$ cat src/rtl/spi_mem_pkg.sv
// Shared definitions for the SPI-slave memory subsystem: FSM states, opcodes, widths.
// Latency: n/a (package only).
// Backpressure: n/a (package only).
package spi_mem_pkg;

  localparam int FRAME_W_DEF = 10;  // {opcode[1:0], payload[7:0]}
  localparam int DATA_W_DEF  = 8;   // read data returned by the memory
  localparam int CNT_W_DEF   = 4;   // bit counter, must hold FRAME_W_DEF

  typedef enum logic [2:0] {
    IDLE      = 3'd0,
    CHK_CMD   = 3'd1,
    WRITE     = 3'd2,
    READ_ADD  = 3'd3,
    READ_DATA = 3'd4
  } spi_state_e;

  // Opcodes carried in frame bits 9:8. The front end only looks at bit 9;
  // the memory block decodes the full opcode.
  localparam logic [1:0] OP_WR_ADDR = 2'b00;
  localparam logic [1:0] OP_WR_DATA = 2'b01;
  localparam logic [1:0] OP_RD_ADDR = 2'b10;
  localparam logic [1:0] OP_RD_DATA = 2'b11;

endpackage

$ cat src/rtl/spi_tx_serializer.sv
// MISO serialiser: loads a read-data byte and shifts it out MSB first.
// Latency: MSB on MISO the cycle after i_load, LSB DATA_W-1 cycles later, then 0.
// Backpressure: none; i_clr (frame abort) drops the byte and forces MISO low.
// Ports: clk, rst_n (sync, active low), i_load/i_data (byte to send),
//        i_clr (abort), o_miso (registered serial out), o_busy (shifting).
module spi_tx_serializer #(
  parameter int DATA_W = 8
) (
  input  logic              clk,
  input  logic              rst_n,
  input  logic              i_load,
  input  logic [DATA_W-1:0] i_data,
  input  logic              i_clr,
  output logic              o_miso,
  output logic              o_busy
);

  localparam int CW = $clog2(DATA_W);

  logic [DATA_W-1:0] r_shift;
  logic [CW-1:0]     r_cnt;    // bits still to drive after the current one
  logic              r_miso;
  logic              r_busy;

  always_ff @(posedge clk) begin
    if (!rst_n || i_clr) begin
      r_shift <= '0;
      r_cnt   <= '0;
      r_miso  <= 1'b0;
      r_busy  <= 1'b0;
    end else if (i_load) begin
      // MSB goes straight to the output register so it appears next cycle.
      r_miso  <= i_data[DATA_W-1];
      r_shift <= {i_data[DATA_W-2:0], 1'b0};
      r_cnt   <= CW'(DATA_W - 1);
      r_busy  <= 1'b1;
    end else if (r_busy) begin
      if (r_cnt != '0) begin
        r_miso  <= r_shift[DATA_W-1];
        r_shift <= {r_shift[DATA_W-2:0], 1'b0};
        r_cnt   <= r_cnt - 1'b1;
      end else begin
        r_miso  <= 1'b0;
        r_busy  <= 1'b0;
      end
    end
  end

  assign o_miso = r_miso;
  assign o_busy = r_busy;

endmodule

$ cat src/rtl/spi_slave_if.sv
// SPI slave front end: deserialises 10-bit command frames, serialises read data on MISO.
// Latency: rx_valid 1 cycle after bit 0 is sampled; MISO MSB 1 cycle after tx_valid.
// Backpressure: none; SS_n high aborts the frame, tx_valid only honoured while awaiting read data.
// Ports: clk, rst_n (sync, active low), SS_n/MOSI (serial in), MISO (serial out),
//        rx_data/rx_valid (command word to memory), tx_data/tx_valid (read data from memory).
module spi_slave_if
  import spi_mem_pkg::*;
#(
  parameter int FRAME_W = FRAME_W_DEF,
  parameter int DATA_W  = DATA_W_DEF,
  parameter int CNT_W   = CNT_W_DEF
) (
  input  logic               clk,
  input  logic               rst_n,
  input  logic               SS_n,
  input  logic               MOSI,
  output logic               MISO,
  output logic [FRAME_W-1:0] rx_data,
  output logic               rx_valid,
  input  logic [DATA_W-1:0]  tx_data,
  input  logic               tx_valid
);

  spi_state_e         r_state;
  logic [CNT_W-1:0]   r_bit_cnt;
  logic [FRAME_W-2:0] r_shift;        // all frame bits but the last one
  logic [FRAME_W-1:0] r_rx_data;
  logic               r_rx_valid;
  logic               r_rd_addr_done; // a read address was sent, next read is a data read
  logic               r_tx_wait;      // READ_DATA frame done, waiting for memory

  logic w_frame_done;
  logic w_last_bit;
  logic w_tx_load;
  logic w_tx_busy;

  assign w_frame_done = (r_bit_cnt == CNT_W'(FRAME_W));
  assign w_last_bit   = (r_bit_cnt == CNT_W'(FRAME_W - 1));
  assign w_tx_load    = (r_state == READ_DATA) && r_tx_wait && !SS_n && tx_valid && !w_tx_busy;

  always_ff @(posedge clk) begin
    if (!rst_n) begin
      r_state        <= IDLE;
      r_bit_cnt      <= '0;
      r_shift        <= '0;
      r_rx_data      <= '0;
      r_rx_valid     <= 1'b0;
      r_rd_addr_done <= 1'b0;
      r_tx_wait      <= 1'b0;
    end else begin
      r_rx_valid <= 1'b0;
      if (r_state != IDLE && SS_n) begin
        // Abort: partial frames are dropped, read-address history is kept.
        r_state   <= IDLE;
        r_bit_cnt <= '0;
        r_tx_wait <= 1'b0;
      end else begin
        case (r_state)
          IDLE: begin
            if (!SS_n) r_state <= CHK_CMD;
          end
          CHK_CMD: begin
            r_shift   <= {{(FRAME_W-2){1'b0}}, MOSI};
            r_bit_cnt <= CNT_W'(1);
            if (!MOSI)               r_state <= WRITE;
            else if (r_rd_addr_done) r_state <= READ_DATA;
            else                     r_state <= READ_ADD;
          end
          WRITE, READ_ADD, READ_DATA: begin
            if (!w_frame_done) begin
              r_shift   <= {r_shift[FRAME_W-3:0], MOSI};
              r_bit_cnt <= r_bit_cnt + 1'b1;
              if (w_last_bit) begin
                r_rx_data  <= {r_shift, MOSI};
                r_rx_valid <= 1'b1;
                if (r_state == READ_ADD) r_rd_addr_done <= 1'b1;
                if (r_state == READ_DATA) begin
                  r_rd_addr_done <= 1'b0;
                  r_tx_wait      <= 1'b1;
                end
              end
            end else if (w_tx_load) begin
              r_tx_wait <= 1'b0;
            end
          end
          default: r_state <= IDLE;
        endcase
      end
    end
  end

  spi_tx_serializer #(
    .DATA_W (DATA_W)
  ) u_tx_ser (
    .clk    (clk),
    .rst_n  (rst_n),
    .i_load (w_tx_load),
    .i_data (tx_data),
    .i_clr  (SS_n),
    .o_miso (MISO),
    .o_busy (w_tx_busy)
  );

  assign rx_data  = r_rx_data;
  assign rx_valid = r_rx_valid;

endmodule

$ cat config.mk
export PLATFORM = sky130hd
export DESIGN_NAME = spi_slave_if
export DESIGN_NICKNAME = d
export VERILOG_FILES = /design/src/rtl/spi_mem_pkg.sv /design/src/rtl/spi_tx_serializer.sv /design/src/rtl/spi_slave_if.sv
export SDC_FILE = /design/constraint.sdc
export NUM_CORES = 1
export LEC_CHECK = 0
export CORE_MARGIN = 2
export CORE_UTILIZATION = 35
export DETAILED_ROUTE_END_ITERATION = 12
export HOLD_SLACK_MARGIN = 0.1
export PLACE_DENSITY = 0.57
export SYNTH_ARGS = -nofsm -noshare
export SYNTH_HDL_FRONTEND = slang
export SYNTH_SLANG_ARGS = --single-unit
$ cat constraint.sdc
create_clock -name clk -period 1.7 [get_ports clk]
set_input_delay 0.34 -clock clk [delete_from_list [all_inputs] [get_ports clk]]
set_output_delay 0.34 -clock clk [all_outputs]
set_load 0.01 [all_outputs]
## Word level (Yosys, flattened, before mapping)

Index checks and enable logic that the tools add are counted.

| word-level totals | value |
|---|---|
| register bits after elaboration | 41 |
| bits of input ports | 13 |
| output and inout bits | 12 |
| logic and storage cells | 81 |

| operators by class | value |
|---|---|
| add/sub/neg operators | 2 |
| equality and inequality tests | 9 |
| mux-type cells | 27 |
| bitwise operators | 4 |
| reductions and logical operators | 28 |

Operator list:

| cell | number |
|---|---|
| 8-bit 2-to-1 mux | 3 |
| 3-bit 2-to-1 mux | 6 |
| 9-bit case mux with 2 select lines | 1 |
| 1-bit 2-to-1 mux | 13 |
| 2-bit nonzero test | 6 |
| 9-bit 2-to-1 mux | 1 |
| 3-bit case mux with 3 select lines | 1 |
| 4-bit == test (second input constant) | 2 |
| 4-bit case mux with 2 select lines | 1 |
| 4-bit AND reduction | 2 |
| 3-bit by 2-bit == test with 1-bit output (second input constant) | 2 |
| 2-bit AND reduction | 3 |
| 3-bit nonzero test | 2 |
| 1-bit logical AND | 5 |
| 5-bit AND reduction | 1 |
| 4-bit by 1-bit adder with 4-bit output (second input constant) | 1 |
| 4-bit 2-to-1 mux | 1 |
| 2-bit != test (second input constant) | 2 |
| 1-bit NOT | 4 |
| 4-bit OR reduction | 1 |
| 3-bit by 1-bit == test with 1-bit output (second input constant) | 1 |
| 3-bit == test (second input constant) | 1 |
| 1-bit logical NOT | 3 |
| 3-bit logical NOT | 1 |
| other kinds (6) | 6 |

## Logic depth before layout (Yosys ltp)

Gate-level depths: netlist of run 1.

| logic depth | value |
|---|---|
| word-level depth | 7 |
| depth in mapped cells | 7 |

## By module

From an unflattened synthesis of run 1, not the netlist that was laid out.

| second synthesis, totals | value |
|---|---|
| cell total of the unflattened synthesis | 213 |
| area total of the unflattened synthesis | 1,965.6 sq um |

By module, submodules not included:

| module | instances | cells each | area an instance (sq um) | seq. area each (sq um) |
|---|---|---|---|---|
| spi_slave_if | 1 | 146 | 1,331.3 | 580.6 |
| spi_tx_serializer | 1 | 67 | 634.4 | 240.2 |

## Worst setup path after synthesis of run 1

OpenSTA, ideal clock, no wires.

| timing path | value |
|---|---|
| path kind | register -> register |
| from | register r_bit_cnt[0] |
| to | register r_rx_data[0] (netlist: rx_data[0]) |
| library setup time | 0.116 ns |
| data arrival time | 1.694 ns |
| path slack | -0.110 ns |
| cell stages (with the launch flop) | 8 |
| path buffers | 1 |
| cells stage by stage | dfxtp_1 -> inv_1 -> ha_1 -> nand4bb_1 -> a211oi_4 -> buf_6 -> mux2i_1 -> nor2b_1 |

| between the ends | value |
|---|---|
| longest elaborated chain between the ends | 3 |
| elaborated cells on any way between the ends | 4 |
| classes of those cells | eq/ne (2); bitwise (1); reduce/logical (1) |

Ends and longest elaborated chain:

| element | RTL line | source |
|---|---|---|
| start, declared | spi_slave_if.sv:25 | `logic [CNT_W-1:0] r_bit_cnt;` |
| start signal, assigned | spi_slave_if.sv:72 | `r_bit_cnt <= r_bit_cnt + 1'b1;` |
| 4-bit == test | spi_slave_if.sv:37 | `assign w_frame_done = (r_bit_cnt == CNT_W'(FRAME_W));` |
| 1-bit NOT (no line) | n/a |  |
| 4-bit AND reduction (no line) (*) | n/a |  |
| end signal, assigned | spi_slave_if.sv:74 | `r_rx_data <= {r_shift, MOSI};` |
| end, declared | spi_slave_if.sv:27 | `logic [FRAME_W-1:0] r_rx_data;` |

Every way passes the cells marked *; elsewhere a longest branch is shown, timed or not.
A chain may end at the register's enable or synchronous reset.

## Final worst setup path of run 1

| timing path | value |
|---|---|
| from | register r_state[2] |
| to | register r_rx_data[0] (netlist: rx_data[0]) |

| between the ends | value |
|---|---|
| longest elaborated chain between the ends | 4 |
| elaborated cells on any way between the ends | 8 |
| classes of those cells | eq/ne (3); bitwise (1); reduce/logical (4) |

Ends and longest elaborated chain:

| element | RTL line | source |
|---|---|---|
| start, declared | spi_slave_if.sv:24 | `spi_state_e r_state;` |
| start signal, assigned | spi_slave_if.sv:43 | `r_state <= IDLE;` |
| start signal, assigned | spi_slave_if.sv:54 | `r_state <= IDLE;` |
| start signal, assigned | spi_slave_if.sv:60 | `if (!SS_n) r_state <= CHK_CMD;` |
| parallel branches: the longest is 3 deep, another holds 3-bit by 2-bit == test with 1-bit output | n/a |  |
| 4-bit AND reduction (no line) (*) | n/a |  |

Mark *: on every way between the ends.

==> results of run 1 <==
-- worst paths after layout --
kind / from / endpoint / slack (ns) / depth (start not counted)
min: u_tx_ser.r_shift[5] / u_tx_ser.r_shift[5] / 0.47 / 2
max reg2reg: r_state[2] / rx_data[0] / 0.04 / 5
min reg2reg: u_tx_ser.r_shift[5] / u_tx_ser.r_shift[5] / 0.47 / 2
max: r_state[2] / rx_data[0] / 0.04 / 5
-- per-layer routing --
metal,share of wire [%],up-vias,global-route usage [%]
li1,-,797,-
met1,48,701,18.9
met2,46,26,23.0
met3,3.2,7,3.41
met4,2.1,0,6.96
met5,0,-,0
-- layout make-up --
| class | count | area, um^2 |
|---|---|---|
| multi-input cells | 143 | 1020 |
| well taps | 70 | 87.6 |
| fillers | 536 | 2640 |
| inverters | 7 | 26.3 |
| clock inverters | 2 | 38.8 |
| flip-flops and latches | 41 | 822 |
| clock buffers | 6 | 72.6 |
| repair buffers | 44 | 433 |
-- stage by stage --
stage / utilization (%) / power, uW / TNS [ns] / setup slack, ns / cells
6_report: 48.6 / 1920 / 0 / 0.0396 / 313
5_1_grt: 48.6 / 1990 / -0.00811 / -0.00811 / 313
4_1_cts: 47.6 / 1940 / 0 / 0.0115 / 312
3_5_place_dp: 45.4 / 1150 / -1.81 / -0.202 / 304
3_3_place_gp: 45.4 / 1150 / -1.68 / -0.160 / 304
2_1_floorplan: - / 1070 / 0 / 0.0266 / 202
-- flip-flops by register name, summed over array words and instances (netlist names), 3 cells and up --
signal	count
r_bit_cnt	4
r_state	3
r_shift	9
u_tx_ser.r_shift	7
u_tx_ser.r_cnt	3
rx_data	10
-- critical path, delay by kind of cell (launching register included) --
family | cells | cell delay [ns]
simple gates | 2 | 0.49
flops | 1 | 0.34
compound gates | 1 | 0.34
buf+inv | 1 | 0.22
mux | 1 | 0.18
-- logic make-up after synthesis --
family	after synthesis	share of synthesized area, %
compound gates	41	15.5
buf+inv	18	4.27
fa+ha+maj	6	3.87
simple gates	72	20.1
mux	21	11.2
flops	41	43.7
xor+xnor	3	1.40
-- cell usage in the layout, fill, tap and decap left out, types with 7 or more instances in the layout --
master | Yosys | routed
a21oi_1 | 13 | 13
buf_4 | 1 | 17
clkdlybuf4s50_1 | 0 | 24
dfxtp_1 | 41 | 40
mux2i_1 | 21 | 21
nand2_1 | 24 | 24
nand3_1 | 8 | 8
nor2b_1 | 12 | 12
nor3_1 | 7 | 7
-- repair_timing --
item                                    in CTS  in global routing
gates resized for setup                      0                  7
buffers inserted                             0                  0
endpoints found under the setup margin       0                 18
-- where the power goes --
part | leakage (uW) | internal, uW | switching, uW
Combinational | 0.000426 | 81.2 | 77.1
Sequential | 0.000331 | 967 | 5.10
Clock | 0.0000554 | 441 | 343
Total | 0.000813 | 1490 | 426
==> Flow_metrics.wiki, run 1 <==
{| class="wikitable"
! Metric !! Value
|-
| Run status || finished clean
|-
| Global placement routability congestion || 0.779
|-
| Final ANT Viol Nets || 0
|-
| Power density over the cells || 767 mW/mm^2
|-
| Yosys synthesis warning count || 0
|-
| Overflow left after global routing || 0
|-
| Least-Margin Pin Slew || 0.403 ns
|-
| Total core area || 0.00514 mm^2
|-
| Worst clock skew || 0.00313 ns
|-
| Synth Cell Area || 0.00188 mm^2
|-
| Overall via count from detail_route || 1531
|-
| Proportion of netlist area held by the largest area contributor || 43.7%
|-
| Top cell type by total area after synthesis || dfxtp_1
|-
| Hold violation total from the final report || 0
|-
| Fin Hold WS || 0.466 ns
|-
| # rows || 26
|-
| Setup crit end kind || flip-flop
|-
| Final Critical Period || 1.66 ns
|-
| Synth unique cells || 44
|-
| Req. time, crit path || 1.89 ns
|-
| Starting density of the core || 36.5%
|-
| Most frequent cell after synthesis || dfxtp_1
|-
| Max frequency || 0.602 GHz
|-
| Root cell of the clock tree || clkbuf_8
|-
| Via count of the first global-routing pass || 1493
|-
| Startpoint-to-endpoint class of the critical path || flip-flop to flip-flop
|-
| Pre-Repair DR Iteration Count || 4
|-
| Post-route cell area || 0.00250 mm^2
|-
| Share of post-route cells with drive strength above 1 || 16.0%
|-
| Critical path arrival || 1.85 ns
|-
| Fraction of registers with async set/reset || 0%
|-
| Clock-pin transition on the worst setup and hold timing paths || 0.08 ns
|-
| Wire length of the first global-routing pass || 6960 um
|-
| Count of state elements after synthesis || 41
|-
| Max-slew violation count || 0
|-
| TritonCTS clock tree || done
|-
| Count of max-cap constraint violations || 0
|-
| Clock tree buffer depth || 2
|-
| I/O pin total || 25
|-
| Layout overhead on the synthesized area || 33.0%
|-
| Worst-case headroom to the max-slew limit || 73.1%
|-
| Number of antenna violations at the first check in global routing || 0
|-
| Overall die area || 0.00596 mm^2
|-
| Total setup violations reported at the end of the flow || 0
|-
| CP max stage delay || 0.43 ns
|-
| Number of nets in the synthesized netlist || 220
|-
| Average size of a mapped cell || 9.29 um^2
|-
| Leakage power figure || 0.000813 uW
|-
| Commonest cells in the synthesized netlist || dfxtp_1, nand2_1, mux2i_1, a21oi_1, nor2b_1
|-
| Cell count after synthesis || 202
|-
| Number of H-tree branching levels || 2
|-
| Hold-fix buffers, CTS || 0
|-
| DRC || 0
|-
| CP Max Fanout || 5
|-
| Hold/Removal Path Class || flip-flop to flip-flop
|-
| Violation count after the first detailed-routing iteration || 86
|-
| Total routing usage reported by global routing || 14.7%
|-
| # nets final || 260
|-
| Die Width || 77.2 um
|-
| Critical path, cell by cell || or3b_4, a211oi_4, clkbuf_16, mux2i_1, nor2b_1
|-
| Detailed-route wire length || 4040 um
|-
| Detailed-placement wirelength estimate || 2800 um
|-
| Dpl cell area || 0.00234 mm^2
|-
| Sequential share of the synthesized area || 43.7%
|-
| Dominant cells by area after synthesis || dfxtp_1, mux2i_1, nand2_1
|-
| CTS sink count || 41
|-
| Largest net degree at the start of global routing || 17
|-
| Die H || 77.2 um
|-
| Count of antenna diodes in the layout || 0
|-
| Cts bufs inserted || 5
|-
| Routed length per instance || 12.9 um
|-
| Number of vias per cell after detailed routing || 4.89
|-
| Worst ir drop on vdd || 0.000373 V
|-
| Port-buffer cells || 24
|-
| Clock insertion delay at the later pin of the skew report || 0.29 ns
|-
| Post-route clock period utilization || 97.7%
|-
| Count of flip-flops with a built-in enable after synthesis || 0
|-
| Flip-flop cell with the highest count after synthesis || dfxtp_1
|-
| Cell at the slowest stage of the critical path || or3b_4
|-
| Category of the worst setup path launch point || flip-flop
|}
(Power assumes the default switching activity.)
==> run 2, diff against run 1 <==
--- a/config.mk
+++ b/config.mk
@@ -5,11 +5,14 @@
 export SDC_FILE = /design/constraint.sdc
 export NUM_CORES = 1
 export LEC_CHECK = 0
+export CELL_PAD_IN_SITES_DETAIL_PLACEMENT = 1
+export CELL_PAD_IN_SITES_GLOBAL_PLACEMENT = 1
 export CORE_MARGIN = 2
 export CORE_UTILIZATION = 35
+export CTS_BUF_LIST = sky130_fd_sc_hd__clkbuf_4
 export DETAILED_ROUTE_END_ITERATION = 12
 export HOLD_SLACK_MARGIN = 0.1
-export PLACE_DENSITY = 0.57
+export PLACE_DENSITY = 0.71
 export SYNTH_ARGS = -nofsm -noshare
 export SYNTH_HDL_FRONTEND = slang
 export SYNTH_SLANG_ARGS = --single-unit
==> run 2 against run 1 <==
  * Global-route usage increased by 0.25 points
  * Clock-buffer cell count decreased by 1
  * Total power decreased by 16%
  * Non-clock buffer count unchanged
  * Routed wire length increased by 7.7%
  * Combinational power increased by 6%
  * Via count increased by 1.8%
  * Largest power group unchanged
==> Flow_metrics.wiki, run 2 (synthesized netlist as in run 1, its figures left out) <==
{| class="wikitable"
! Metric !! Value
|-
| Power density over the cells || 658 mW/mm^2 (-14%)
|-
| Layout overhead on the synthesized area || 30.7%
|-
| Clock network fraction of design power || 29.1% (-12 points)
|-
| Routed length per instance || 14.0 um (+8.0%)
|-
| Least-Margin Pin Slew || 0.377 ns (-0.0268 ns)
|-
| Share of power burned in registers || 60.5% (+9.7 points)
|-
| Worst ir drop on vdd || 0.000422 V (+13%)
|-
| Max frequency || 0.600 GHz (-0.35%)
|-
| Largest net degree at the start of global routing || 14 (-3)
|-
| Startpoint-to-endpoint class of the critical path || flip-flop to flip-flop
|-
| Critical path destination || rx_data[8]
|-
| Hold/Removal Path Class || flip-flop to flip-flop
|-
| Post-route clock period utilization || 98.0% (+0.35 points)
|-
| Cells on Worst Hold Path || 2 (unchanged)
|-
| Number of antenna violations at the first check in global routing || 0 (unchanged)
|-
| Detailed-route wire length || 4350 um (+7.7%)
|-
| Internal power of the cells || 1200 uW (-19%)
|-
| # rows || 26 (unchanged)
|-
| # nets final || 260 (unchanged)
|-
| Number of H-tree branching levels || 2 (unchanged)
|-
| Leading cell type in the layout, fill and taps excluded || dfxtp_1
|-
| Critical path arrival || 1.92 ns (+0.07 ns)
|-
| Number of buffer and inverter instances along the worst setup path || 2 (+1)
|-
| Setup Fix Bufs, Post-CTS || 0 (unchanged)
|-
| DRC || 0 (unchanged)
|-
| Flip-flop count of the largest register after layout || 10 (unchanged)
|-
| # fillers || 608 (+13%)
|-
| Total core area || 0.00514 mm^2 (unchanged)
|-
| Category of the worst setup path launch point || flip-flop
|-
| Count of antenna diodes in the layout || 0 (unchanged)
|-
| Leakage power figure || 0.000788 uW (-3.1%)
|-
| Most frequent cells in the layout || dfxtp_1, nand2_1, clkdlybuf4s50_1, mux2i_1, buf_4
|-
| Number of vias per cell after detailed routing || 4.99 (+2.1%)
|-
| Reg2reg path depth || 7 (+2)
|-
| Overall power of the completed layout || 1610 uW (-16%)
|-
| Switching fraction of total power || 25.3% (+3.1 points)
|-
| Wire length of the first global-routing pass || 7130 um (+2.5%)
|-
| Hold violation total from the final report || 0 (unchanged)
|-
| Total setup violations reported at the end of the flow || 0 (unchanged)
|-
| CP Max Fanout || 7 (+2)
|-
| Count of max-cap constraint violations || 0 (unchanged)
|-
| Non-filler instance count after layout || 312 (-0.32%)
|-
| Worst clock skew || 0.00826 ns (+0.00513 ns)
|-
| Total routing usage reported by global routing || 14.9% (+0.25 points)
|-
| Detailed-placement wirelength estimate || 3000 um (+7.0%)
|-
| Cts bufs inserted || 5 (unchanged)
|-
| Overall via count from detail_route || 1558 (+1.8%)
|-
| # placed instances || 304 (unchanged)
|-
| Overflow left after global routing || 0 (unchanged)
|-
| Launch instance of the worst register-to-register path || r_bit_cnt[0]
|-
| Global placement routability congestion || 0.788 (+1.2%)
|-
| FF-to-FF setup slack || 0.03 ns (about the same)
|-
| Clock-pin transition on the worst setup and hold timing paths || 0.12 ns (+0.04 ns)
|-
| CP delay by family, top || flip-flops
|-
| Final ANT Viol Nets || 0 (unchanged)
|-
| CTS sink count || 41 (unchanged)
|-
| Setup crit end kind || flip-flop
|-
| Worst setup startpoint || r_bit_cnt[0]
|-
| Clock insertion delay at the later pin of the skew report || 0.35 ns (+0.06 ns)
|-
| Clock tree buffer depth || 2 (unchanged)
|-
| Die Width || 77.2 um (unchanged)
|-
| Final Critical Period || 1.67 ns (+0.00591 ns)
|-
| Port-buffer cells || 24 (unchanged)
|-
| Switching pwr || 408 uW (-4.1%)
|-
| Overall die area || 0.00596 mm^2 (unchanged)
|-
| Run status || finished clean
|-
| Critical path, cell by cell || buf_6, ha_2, nand4bb_4, a211oi_4, clkbuf_16, mux2i_1, nor2b_1
|-
| Portion of total power attributed to combinational logic || 10.4% (+2.1 points)
|-
| Die H || 77.2 um (unchanged)
|-
| Crit. path cell count || 7 (+2)
|-
| Worst-case headroom to the max-slew limit || 74.9% (+1.8 points)
|-
| Fin Hold WS || 0.474 ns (+0.00810 ns)
|-
| Cell at the slowest stage of the critical path || dfxtp_2
|-
| Worst reg2reg path endpoint || rx_data[8]
|-
| Share of post-route cells with drive strength above 1 || 16.1% (+0.066 points)
|-
| Max-slew violation count || 0 (unchanged)
|-
| Req. time, crit path || 1.95 ns (+0.06 ns)
|-
| Root cell of the clock tree || clkbuf_4
|-
| Starting density of the core || 36.5% (unchanged)
|-
| Pre-Repair DR Iteration Count || 4 (unchanged)
|-
| Violation count after the first detailed-routing iteration || 55 (-36%)
|-
| RSZ-0062 raised after global routing || yes
|-
| I/O pin total || 25 (unchanged)
|-
| Via count of the first global-routing pass || 1515 (+1.5%)
|-
| CP max stage delay || 0.36 ns (-0.07 ns)
|-
| TritonCTS clock tree || done
|-
| Accumulated negative setup slack || 0 ns (unchanged)
|}
## run 2: cell type report
| cell class | count | area (um^2) | area share, % |
|---|---|---|---|
| clock buffer | 5 | 37.5 | 1.53 |
| clock inverter | 2 | 11.3 | 0.459 |
| inverter | 7 | 26.3 | 1.07 |
| multi-input combinational | 143 | 1020 | 41.4 |
| sequential | 41 | 825 | 33.6 |
| tap | 70 | 87.6 | 3.57 |
| timing repair buffer | 44 | 449 | 18.3 |
## run 2: metal layers
metal / GRT usage, % / vias up / part of all wire [%]
met1: 21.1 / 735 / 52
met5: 0 / - / 0
met2: 22.3 / 23 / 43
met4: 4.82 / 0 / 1.1
li1: - / 794 / -
met3: 3.65 / 6 / 3.4
## run 2: per-stage QoR
step                      util, %  cell area [um^2]  worst slack (ns)
after floorplan                 -              1890            0.0266
after global placement       45.7              2350           -0.0749
after detailed placement     45.7              2350            -0.127
after CTS                    46.6              2400            0.0305
after global routing         47.7              2450           -0.0574
final                        47.7              2450            0.0337
## run 2: timing repair
action	CTS	global route
pin swaps	1	2
hold buffers	0	0
setup endpoints to repair	1	13
resized for setup	0	9
gates cloned	0	1
## run 2: how the worst min path moves through the flow
stage / start / end
2_1_floorplan: r_shift[8] / r_shift[8]
3_3_place_gp: u_tx_ser.r_shift[2] / u_tx_ser.r_shift[2]
3_5_place_dp: u_tx_ser.r_shift[7] / u_tx_ser.r_shift[7]
4_1_cts: u_tx_ser.r_shift[7] / u_tx_ser.r_shift[7]
6_report: u_tx_ser.r_shift[1] / u_tx_ser.r_shift[1]
5_1_grt: u_tx_ser.r_shift[7] / u_tx_ser.r_shift[7]
## run 2: power by group through the flow
stage               Combinational [uW]  Sequential, uW  Clock (uW)
finish                             168             976         470
global route                       180             977         537
CTS                                163             975         498
detailed placement                 162             996           0
global placement                   161             995           0
floorplan                         75.5             998           0
## run 2: worst reg2reg max path, cell delays in order (launching register included)
cell	delay [ns]
dfxtp_2	0.36
buf_6	0.13
ha_2	0.19
nand4bb_4	0.13
a211oi_4	0.29
clkbuf_16	0.22
mux2i_1	0.18
nor2b_1	0.06
